File: config.mk
export PLATFORM = sky130hd
export DESIGN_NAME = eth_rx_mac_gen
export DESIGN_NICKNAME = d
export VERILOG_FILES = /design/src/rtl/eth_rx_mac_gen.sv
export SDC_FILE = /design/constraint.sdc
export NUM_CORES = 1
export LEC_CHECK = 0
export CAP_MARGIN = 20
export CORE_MARGIN = 2
export CORE_UTILIZATION = 39
export CTS_BUF_LIST = sky130_fd_sc_hd__clkbuf_8
export DETAILED_ROUTE_END_ITERATION = 8
export HOLD_SLACK_MARGIN = 0.08
export PLACE_DENSITY_LB_ADDON = 0.12
export SYNTH_ARGS = -nofsm -noshare
export SYNTH_HDL_FRONTEND = slang
export SYNTH_SLANG_ARGS = --single-unit
File: constraint.sdc
create_clock -name clk -period 5.5 [get_ports clk]
set_input_delay 1.375 -clock clk [delete_from_list [all_inputs] [get_ports clk]]
set_output_delay 1.375 -clock clk [all_outputs]
set_load 0.02 [all_outputs]
File: src/rtl/eth_rx_mac_gen.sv
// Ethernet receive MAC front end for 1/2/4/8-bit PHY lanes: SFD hunt, LSB-first
// byte assembly, FCS check, optional FCS strip via a delay line, per-frame status.
module eth_rx_mac_gen #(
    parameter int DATA_WIDTH    = 8,
    parameter int ENABLE_CRC    = 1,
    parameter int STRIP_FCS     = 1,
    parameter int MIN_FRAME_LEN = 64,
    parameter int MAX_FRAME_LEN = 1518
) (
    input  logic                  clk,
    input  logic                  rst,
    input  logic                  rx_dv,
    input  logic                  rx_er,
    input  logic [DATA_WIDTH-1:0] rxd,
    output logic [7:0]            m_tdata,
    output logic                  m_tvalid,
    output logic                  m_tlast,
    output logic                  m_tuser,
    output logic                  status_valid,
    output logic [15:0]           frame_length,
    output logic                  crc_ok,
    output logic                  err_preamble,
    output logic                  err_runt,
    output logic                  err_giant,
    output logic                  err_crc,
    output logic                  err_phy,
    output logic                  err_align
);
    localparam int          BEATS       = 8 / DATA_WIDTH;
    localparam int          DEPTH       = (STRIP_FCS != 0) ? 5 : 1;
    localparam logic [2:0]  LANE_LAST   = 3'(BEATS - 1);
    localparam logic [2:0]  DEPTH_L     = 3'(DEPTH);
    localparam logic [7:0]  PRE_LIMIT   = 8'(72 / DATA_WIDTH);
    localparam logic [16:0] MIN_L       = 17'(MIN_FRAME_LEN);
    localparam logic [16:0] MAX_L       = 17'(MAX_FRAME_LEN);
    localparam logic [31:0] CRC_INIT    = 32'hFFFF_FFFF;
    localparam logic [31:0] CRC_POLY    = 32'hEDB8_8320;
    localparam logic [31:0] CRC_RESIDUE = 32'hDEBB_20E3;

    typedef enum logic [1:0] {IDLE, PREAMBLE, DATA, DROP} state_t;

    state_t      state_q;
    logic        dv_prev_q;
    logic [7:0]  sr_q;
    logic [2:0]  lane_cnt_q;
    logic [7:0]  pre_cnt_q;
    logic [15:0] byte_cnt_q;
    logic [31:0] crc_q;
    logic [7:0]  dly_q [DEPTH];
    logic [2:0]  dly_cnt_q;
    logic        err_pre_q, err_giant_q, err_phy_q;

    logic [7:0]  sr_d, sr_start;
    logic [31:0] crc_d;
    logic        crc_match, crc_ok_w, end_align, end_runt, end_crc, end_bad;
    logic [15:0] len_w;

    function automatic logic [31:0] crc_byte(input logic [31:0] crc, input logic [7:0] data);
        logic [31:0] c;
        c = crc;
        for (int i = 0; i < 8; i++) begin
            c = (c[0] ^ data[i]) ? ((c >> 1) ^ CRC_POLY) : (c >> 1);
        end
        return c;
    endfunction

    // New lane bits enter at the top so the first-received bits end up in the low byte bits.
    generate
        if (DATA_WIDTH == 8) begin : g_full
            logic unused_sr;
            assign unused_sr = ^sr_q;
            assign sr_d      = rxd;
            assign sr_start  = rxd;
        end else begin : g_lane
            assign sr_d     = {rxd, sr_q[7:DATA_WIDTH]};
            assign sr_start = {rxd, {(8 - DATA_WIDTH){1'b0}}};
        end
    endgenerate

    assign crc_d     = crc_byte(crc_q, sr_d);
    assign crc_match = (crc_q == CRC_RESIDUE);
    assign crc_ok_w  = (ENABLE_CRC == 0) || crc_match;
    assign end_align = (lane_cnt_q != 3'd0);
    assign end_runt  = ({1'b0, byte_cnt_q} < MIN_L);
    assign end_crc   = (ENABLE_CRC != 0) && !crc_match;
    assign end_bad   = end_align | end_runt | end_crc | err_phy_q;
    assign len_w     = (byte_cnt_q > 16'd4) ? (byte_cnt_q - 16'd4) : 16'd0;

    // m_tvalid is a one-cycle strobe per byte with no ready: downstream must take every beat;
    // m_tuser is only meaningful alongside m_tlast, status fields only alongside status_valid.
    always_ff @(posedge clk) begin
        if (rst) begin
            state_q      <= IDLE;
            dv_prev_q    <= 1'b1;
            sr_q         <= '0;
            lane_cnt_q   <= '0;
            pre_cnt_q    <= '0;
            byte_cnt_q   <= '0;
            crc_q        <= CRC_INIT;
            dly_cnt_q    <= '0;
            for (int i = 0; i < DEPTH; i++) dly_q[i] <= '0;
            err_pre_q    <= 1'b0;
            err_giant_q  <= 1'b0;
            err_phy_q    <= 1'b0;
            m_tdata      <= '0;
            m_tvalid     <= 1'b0;
            m_tlast      <= 1'b0;
            m_tuser      <= 1'b0;
            status_valid <= 1'b0;
            frame_length <= '0;
            crc_ok       <= 1'b0;
            err_preamble <= 1'b0;
            err_runt     <= 1'b0;
            err_giant    <= 1'b0;
            err_crc      <= 1'b0;
            err_phy      <= 1'b0;
            err_align    <= 1'b0;
        end else begin
            dv_prev_q    <= rx_dv;
            m_tvalid     <= 1'b0;
            m_tlast      <= 1'b0;
            m_tuser      <= 1'b0;
            status_valid <= 1'b0;
            case (state_q)
                IDLE: begin
                    if (rx_dv && !dv_prev_q) begin
                        sr_q        <= sr_start;
                        pre_cnt_q   <= 8'd1;
                        byte_cnt_q  <= '0;
                        crc_q       <= CRC_INIT;
                        dly_cnt_q   <= '0;
                        err_pre_q   <= 1'b0;
                        err_giant_q <= 1'b0;
                        err_phy_q   <= 1'b0;
                        state_q     <= PREAMBLE;
                    end
                end
                PREAMBLE: begin
                    if (!rx_dv) begin
                        status_valid <= 1'b1;
                        frame_length <= '0;
                        crc_ok       <= crc_ok_w;
                        err_preamble <= 1'b1;
                        err_runt     <= 1'b0;
                        err_giant    <= 1'b0;
                        err_crc      <= 1'b0;
                        err_phy      <= 1'b0;
                        err_align    <= 1'b0;
                        state_q      <= IDLE;
                    end else begin
                        sr_q      <= sr_d;
                        pre_cnt_q <= pre_cnt_q + 8'd1;
                        if (sr_d == 8'hD5) begin
                            lane_cnt_q <= '0;
                            byte_cnt_q <= '0;
                            crc_q      <= CRC_INIT;
                            state_q    <= DATA;
                        end else if (pre_cnt_q >= PRE_LIMIT) begin
                            err_pre_q <= 1'b1;
                            state_q   <= DROP;
                        end
                    end
                end
                DATA: begin
                    if (!rx_dv) begin
                        if (dly_cnt_q == DEPTH_L) begin
                            m_tdata  <= dly_q[DEPTH-1];
                            m_tvalid <= 1'b1;
                            m_tlast  <= 1'b1;
                            m_tuser  <= end_bad;
                        end
                        dly_cnt_q    <= '0;
                        status_valid <= 1'b1;
                        frame_length <= len_w;
                        crc_ok       <= crc_ok_w;
                        err_preamble <= 1'b0;
                        err_runt     <= end_runt;
                        err_giant    <= 1'b0;
                        err_crc      <= end_crc;
                        err_phy      <= err_phy_q;
                        err_align    <= end_align;
                        state_q      <= IDLE;
                    end else begin
                        sr_q <= sr_d;
                        if (rx_er) err_phy_q <= 1'b1;
                        if (lane_cnt_q == LANE_LAST) begin
                            lane_cnt_q <= '0;
                            if (({1'b0, byte_cnt_q} + 17'd1) > MAX_L) begin
                                // Oversize byte closes the output frame as bad and is not stored.
                                if (dly_cnt_q == DEPTH_L) begin
                                    m_tdata  <= dly_q[DEPTH-1];
                                    m_tvalid <= 1'b1;
                                    m_tlast  <= 1'b1;
                                    m_tuser  <= 1'b1;
                                end
                                dly_cnt_q   <= '0;
                                err_giant_q <= 1'b1;
                                state_q     <= DROP;
                            end else begin
                                byte_cnt_q <= byte_cnt_q + 16'd1;
                                crc_q      <= crc_d;
                                dly_q[0]   <= sr_d;
                                for (int i = 1; i < DEPTH; i++) dly_q[i] <= dly_q[i-1];
                                if (dly_cnt_q == DEPTH_L) begin
                                    m_tdata  <= dly_q[DEPTH-1];
                                    m_tvalid <= 1'b1;
                                end else begin
                                    dly_cnt_q <= dly_cnt_q + 3'd1;
                                end
                            end
                        end else begin
                            lane_cnt_q <= lane_cnt_q + 3'd1;
                        end
                    end
                end
                DROP: begin
                    if (!rx_dv) begin
                        status_valid <= 1'b1;
                        frame_length <= len_w;
                        crc_ok       <= crc_ok_w;
                        err_preamble <= err_pre_q;
                        err_runt     <= 1'b0;
                        err_giant    <= err_giant_q;
                        err_crc      <= err_giant_q & end_crc;
                        err_phy      <= err_phy_q;
                        err_align    <= 1'b0;
                        state_q      <= IDLE;
                    end
                end
                default: state_q <= IDLE;
            endcase
        end
    end
endmodule
# After elaboration in Yosys (flattened, before gate mapping)
# Memory sizes are Yosys's and may differ from the RTL's.
# Cells that the tools add are included.
[totals]
n_memories = 1
latchBits = 0
wordCells = 224
output_inout_bits = 35
mem_bits_ro = 0
mem_bits_rw = 40
inputBits = 12
reg_bits = 103
[op_classes]
mul = 0
mux = 101
n_eq_ne = 27
bitwise_logic = 28
reduce_logical = 34
div_mod_pow = 0
addsub = 6
order_cmp = 4
shift = 0
[memory_table]
columns = ["name", "depth", "word_bits", "rd", "rd_ports_with_merged_regs", "write_ports", "line_no", "text"]
rows = [
  ["dly_q", 5, 8, 5, 0, 5, "49", "logic [7:0] dly_q [DEPTH];"],
]
[op_table]
columns = ["operator", "count"]
rows = [
  ["32-bit two-way mux", 14],
  ["16-bit two-way mux", 9],
  ["13-bit inverter with 14-bit output", 8],
  ["32-bit case mux with 3 select lines", 1],
  ["8-bit two-way mux", 10],
  ["16-bit case mux with 3 select lines", 1],
  ["1-bit two-way mux", 35],
  ["32-bit == test, second input constant", 1],
  ["2-bit != test, second input constant", 16],
  ["16-bit case mux with 2 select lines", 1],
  ["3-bit two-way mux", 9],
  ["16-bit by 1-bit adder with 17-bit output, second input constant", 1],
  ["17-bit by 11-bit > comparator with 1-bit output, second input constant", 1],
  ["16-bit by 1-bit adder with 16-bit output, second input constant", 1],
  ["16-bit by 3-bit > comparator with 1-bit output, second input constant", 1],
  ["16-bit by 7-bit less-than comparator with 1-bit output, second input constant", 1],
  ["2-bit two-way mux", 8],
  ["8-bit case mux with 2 select lines", 1],
  ["4-bit AND reduction", 4],
  ["16-bit by 3-bit subtractor with 16-bit output, second input constant", 1],
  ["5-bit AND reduction", 3],
  ["1-bit case mux with 2 select lines", 7],
  ["3-bit case mux with 2 select lines", 2],
  ["3-bit AND reduction", 4],
  ["other kinds (26)", 60],
]

# Logic depth before layout (Yosys ltp)
# Gate-level depths: netlist of run 1.
[depth]
ltp_word = 20
depth_mapped = 11
mapped_depth_nobuf = 9

# Least setup slack after synthesis of run 1
# OpenSTA, ideal clock, no wires.
[synth_timing]
kind = "input to register"
startpoint = "in rx_dv"
endpoint = "mem dly_q[0][0], enable pin"
setup_ns = 0.493
arrival_ns = 4.889
cell_stages = 4
n_path_buf = 2
path_slack_ns = 0.118
t_required_ns = 5.007
path_cell_list = "clkbuf_1 clkbuf_1 nand3_1 o21ai_0"
[synth_rtl]
columns = ["item", "line_no", "text"]
rows = [
  ["start, declared", "12", "input logic rx_dv,"],
  ["end, declared", "49", ""],
]

# Worst setup path after layout of run 1
[layout_timing]
startpoint = "in rxd[2]"
endpoint = "reg crc_q[31]"
[layout_between]
elab_chain_cells = 3
[layout_rtl]
columns = ["item", "line_no", "text"]
rows = [
  ["start, declared", "14", "input logic [DATA_WIDTH-1:0] rxd,"],
  ["8-bit == test", "153", "if (sr_d == 8'hD5) begin"],
  ["2-bit != test (no line)", "--", ""],
  ["7-bit AND reduction (no line)", "--", ""],
  ["end signal, assigned", "201", "crc_q <= crc_d;"],
  ["end, declared", "48", "logic [31:0] crc_q;"],
]
# No other way between the ends.
# A chain may end at the register's enable or synchronous reset.

==> run summary, run 1 <==
outcome - complete, no violations
number of buffers created by CTS - 17
total negative slack - 0 ns
ANT nets after route - 0
Post CTS Setup Buffer Count - 0
Gate Count Post-Synth - 698
row count - 49
FMAX - 253 MHz
Hold/Removal Path Class - reg -> reg
crit path time final - 3.95 ns
Total Wirelength - 15,500 um
vias in the first global route - 5,091
worst slew pin tran - 1.05 ns
total iterations of the first detailed-routing run - 5
GP Congestion - 0.791
fin crit share - 0.719
antenna violations before repair - 0
I/O pin total - 47
Fin Clk Skew - 0.0116 ns
Starting Density - 0.394
Avg Cell Area, Syn - 10.1 sq um
most common cell after layout, fill and taps aside - dfxtp_1
Reg-to-Reg Start - byte_cnt_q[3]
# diodes - 0
Die Area - 19,100 sq um
Die H - 138 um
via/cell ratio - 5.25
Synth Cell Area - 7020 sq um
Synth async-reset ratio - 0
min-delay src - err_giant
DRT iter0 DRCs - 347
Max Transition Viols Final - 0
worst path required time - 5.82 ns
Port Buffers - 46
cell area after layout - 8000 sq um
sequential share of the synthesized area - 0.465
Clock Root Buffer - clkbuf_8
Cell variety after synth - 70
RSZ-0062 raised after global routing - false
critical path peak fanout - 36
GRT overflow - 0
DRC Markers - 0
Max transition margin - 0.297
Layout area overhead - 13.9%
dpl ws - 1.02 ns
Fin. Hold Viols - 0
power per cell area - 260 nW/um^2
Skew-Pair Late Insertion Delay - 0.46 ns
GRT Total Usage - 0.168
H-tree depth - 4
hold-fix buffers at CTS - 0
Synth warnings - 0
per-cell routed wire length - 15.9 um
first-pass GRT wire length - 26,200 um
Overall Power - 2.08 mW
setup ws final - 1.55 ns
post_cts resized - 0
static leakage - 2.67 nW
final net count - 763
HPWL Detailed - 10,500 um
CTS sink cnt - 143
Max-cap violations - 0
vias - 5,114
FF-to-FF setup slack - 1.74 ns
crit end category - register
critical path class - in -> reg
Synthesized Nets - 728
CTS tree - yes
Main synth FF type - dfxtp_1
Post-synth EDFFs - 40
most frequent cells in the layout - dfxtp_1, nor2_1, xnor2_1
Synth Register Bits - 143
Core ar. - 17,800 sq um
layout cells sized above 1 - 0.0885
VDD IR-drop max - 0.170 mV
largest net degree at the start of global routing - 56
critical path startpoint - rxd[2]
CP Data Arrival Time - 4.28 ns
Clock Tree Buf Depth - 2
DP Area - 7650 sq um
Die Width - 138 um
CTS clk-pin slew, worst paths - 0.08 ns
crit start category - primary input
endpoints failing setup - 0
## report_power, final
| part | switching (mW) | internal, mW |
|---|---|---|
| clock | 0.416 | 0.321 |
| combinational | 0.143 | 0.0954 |
| sequential | 0.0103 | 1.10 |
## registers in the layout (all words and copies together) (netlist names), 2 cells and up
signal,flops
dly_q,40
crc_q,32
byte_cnt_q,16
frame_length,16
m_tdata,8
pre_cnt_q,8
dly_cnt_q,3
lane_cnt_q,3
state_q,2
## stage by stage
step / utilization / hold slack (ns) / std cells
5_1_grt: 0.448 / 0.497 / 975
3_3_place_gp: 0.429 / 0.454 / 942
3_5_place_dp: 0.429 / 0.468 / 942
2_1_floorplan: - / 0.437 / 698
6_report: 0.448 / 0.480 / 975
4_1_cts: 0.448 / 0.485 / 974
## cells by family (layout without fill, tap and decap cells)
| group | after synthesis | in the layout | synth area share |
|---|---|---|---|
| xor gates and xnor gates | 91 | 91 | 0.114 |
| DFF | 143 | 143 | 0.465 |
| muxes | 12 | 12 | 0.0176 |
| AOI/OAI and AO/OA | 135 | 135 | 0.154 |
| buffers and inverters | 66 | 114 | 0.0410 |
| and+or+nand+nor | 233 | 233 | 0.177 |
| adders and majority gates | 18 | 18 | 0.0321 |
## cell type report
type                            instances  area (sq um)
Fill cell                            1686          9840
Multi-Input combinational cell        489          3480
Sequential cell                       143          3260
Timing Repair Buffer                   55           523
Tap cell                              229           287
Clock buffer                           18           248
Inverter                               27           101
Clock inverter                         14          95.1
## cell usage after synthesis (4+ instances only)
master,number,area (sq um)
edfxtp_1,40,1200
clkbuf_1,24,90.1
nor3b_1,7,52.6
o21ai_0,10,50.1
nand3_1,19,95.1
nand4b_1,5,43.8
ha_1,18,225
a22oi_2,10,125
nor4_1,5,31.3
nand4_1,8,50.1
xor2_1,32,280
xnor2_1,59,517
mux2i_1,9,90.1
inv_1,27,101
buf_2,11,55.1
or2_2,4,25.0
dfxtp_1,103,2060
a22oi_1,9,67.6
a211oi_1,4,30.0
and2_1,45,282
nor2_1,70,263
a31oi_1,7,43.8
nand2_1,32,120
a21oi_1,20,100
a2bb2oi_1,33,289
nor3_1,12,60.1
nand2b_1,4,25.0
o31ai_1,4,30.0
## critical path: stages
cell	delay, ns
clkdlybuf4s50_1	0.51
nor4bb_1	0.58
nand3_1	0.15
a2111o_1	0.63
nand2b_1	0.29
a211oi_4	0.19
buf_4	0.40
a2bb2oi_1	0.12
## worst paths after layout
| path | endpoint | depth (start not counted) |
|---|---|---|
| min reg2reg | err_giant | 2 |
| max | crc_q[31] | 8 |
| min | err_giant | 2 |
| max reg2reg | dly_q[0][0] | 10 |
## metal layers
layer / part of all wire / GRT usage / vias up
met5: 0 / 0 / -
met2: 0.48 / 0.268 / 109
met4: 0.011 / 0.0650 / 0
li1: - / - / 2545
met3: 0.038 / 0.0312 / 14
met1: 0.47 / 0.227 / 2446
No activity file was read; power rests on OpenSTA's default activity.
==> inputs of run 2 (changes only) <==
==> constraint.sdc (replaced) <==
create_clock -name clk -period 3.6 [get_ports clk]
set_input_delay 0.9 -clock clk [delete_from_list [all_inputs] [get_ports clk]]
set_output_delay 0.9 -clock clk [all_outputs]
set_load 0.02 [all_outputs]
==> run summary, run 2 (synthesized netlist as in run 1, its figures left out) <==
outcome - complete, no violations
endpoints failing setup - 0
Reg-to-Reg Start - byte_cnt_q[1]
Layout Utilization - 0.463
Max-cap violations - 0
GP Congestion - 0.834
total iterations of the first detailed-routing run - 4
Buffers & Inverters on Critical Path - 1
hold-fix buffers at CTS - 0
final net count - 788
Total Wirelength - 15,500 um
per-cell routed wire length - 15.5 um
Max Transition Viols Final - 0
layout cells sized above 1 - 0.117
Post CTS Setup Buffer Count - 0
crit path time final - 3.20 ns
CTS tree - yes
GRT overflow - 0
top sig layer - met4
Core ar. - 17,800 sq um
crit end category - register
crit-path max cell delay - 0.45 ns
total negative slack - 0 ns
CTS sink cnt - 143
number of buffers created by CTS - 17
fillers - 1,673
Die Area - 19,100 sq um
worst slew pin tran - 0.748 ns
min-delay src - err_giant
H-tree depth - 4
I/O pin total - 47
critical path startpoint - byte_cnt_q[1]
Layout area overhead - 17.6%
Met2 Routed Length - 7350 um
Fin Clk Skew - 0.0119 ns
Max transition margin - 0.501
first-pass GRT wire length - 25,900 um
Skew-Pair Late Insertion Delay - 0.44 ns
Hold/Removal Path Class - reg -> reg
VDD IR-drop max - 0.216 mV
Clock Root Buffer - clkbuf_8
HPWL Detailed - 10,700 um
Fin. Hold Viols - 0
M1 WL - 7370 um
worst path required time - 3.74 ns
GRT Total Usage - 0.165
met3 WL post-DR - 538 um
vias - 5,234
static leakage - 2.83 nW
vias in the first global route - 5,111
most common cell after layout, fill and taps aside - dfxtp_1
largest net degree at the start of global routing - 49
Starting Density - 0.394
row count - 49
most frequent cells in the layout - dfxtp_1, nor2_1, xnor2_1
DRT iter0 DRCs - 303
FMAX - 312 MHz
RSZ-0062 raised after global routing - false
Largest regs - dly_q x40, crc_q x32
critical path class - reg -> reg
CTS clk-pin slew, worst paths - 0.08 ns
ANT nets after route - 0
Port Buffers - 46
via/cell ratio - 5.23
fin crit share - 0.889
antenna violations before repair - 0
max FFs per register - 40
post_cts resized - 0
Die H - 138 um
Die Width - 138 um
critical path, cell by cell - ha_1, and4_1, nand4_1, a2111oi_2, o221ai_1, a21oi_2, nand3_1, o21ai_4, buf_12
CP Data Arrival Time - 3.34 ns
crit-path leading delay family - compound AO/OA/AOI/OAI gates
Clock Tree Buf Depth - 2
Hold Slack - 0.490 ns
crit start category - register
critical path peak fanout - 40
DRC Markers - 0
slowest CP cell - dfxtp_1
power per cell area - 395 nW/um^2
Reg with most FFs - dly_q
# diodes - 0
-- run 2: cell count changes in the layout (fill, tap and decap cells not counted) --
cell / change
clkinvlp_4: -2
buf_12: +4
clkinv_2: -1
bufinv_16: +1
inv_6: -3
clkinv_4: +5
buf_4: +21
inv_1: +1
clkbuf_8: -1
-- run 2: per-stage QoR --
stage | instance area [sq um] | instances | total power [mW] | worst slack (ns)
after CTS | 8250 | 1000 | 3.31 | 0.390
after global placement | 7890 | 968 | 2.12 | 0.0429
after global routing | 8250 | 1000 | 3.41 | 0.121
after floorplan | 7030 | 698 | 2.01 | 0.114
after detailed placement | 7890 | 968 | 2.13 | 0.0102
final | 8250 | 1000 | 3.26 | 0.398
-- run 2: power breakdown --
group	switching, mW	internal, mW	leakage [nW]
combinational	0.229	0.171	1.40
sequential	0.0142	1.68	1.24
clock	0.634	0.540	0.182
-- run 2: worst register-to-register path: stages (launching register included) --
cell and delay, ns:
dfxtp_1 0.45, ha_1 0.40, and4_1 0.30, nand4_1 0.19, a2111oi_2 0.35, o221ai_1 0.24, a21oi_2 0.29, nand3_1 0.22
o21ai_4 0.19, buf_12 0.24
-- run 2: final timing paths --
check                 to  slack (ns)  cells past startpoint
max          dly_q[0][6]        0.40                      9
min            err_giant        0.49                      2
max reg2reg  dly_q[0][6]        0.40                      9
min reg2reg    err_giant        0.49                      2
-- run 2: metal layers --
metal,track usage,up-vias
met1,0.220,2515
li1,-,2594
met3,0.0336,20
met4,0.0569,0
met2,0.268,105
met5,0,-
-- run 2: layout make-up --
| cell class | instances | area [sq um] | share of cell area |
|---|---|---|---|
| clock buffer | 17 | 234 | 0.0283 |
| clock inverter | 15 | 126 | 0.0153 |
| inverter | 27 | 101 | 0.0123 |
| multi-input combinational | 489 | 3480 | 0.422 |
| sequential | 143 | 3260 | 0.395 |
| tap | 229 | 287 | 0.0347 |
| timing repair buffer | 80 | 761 | 0.0922 |
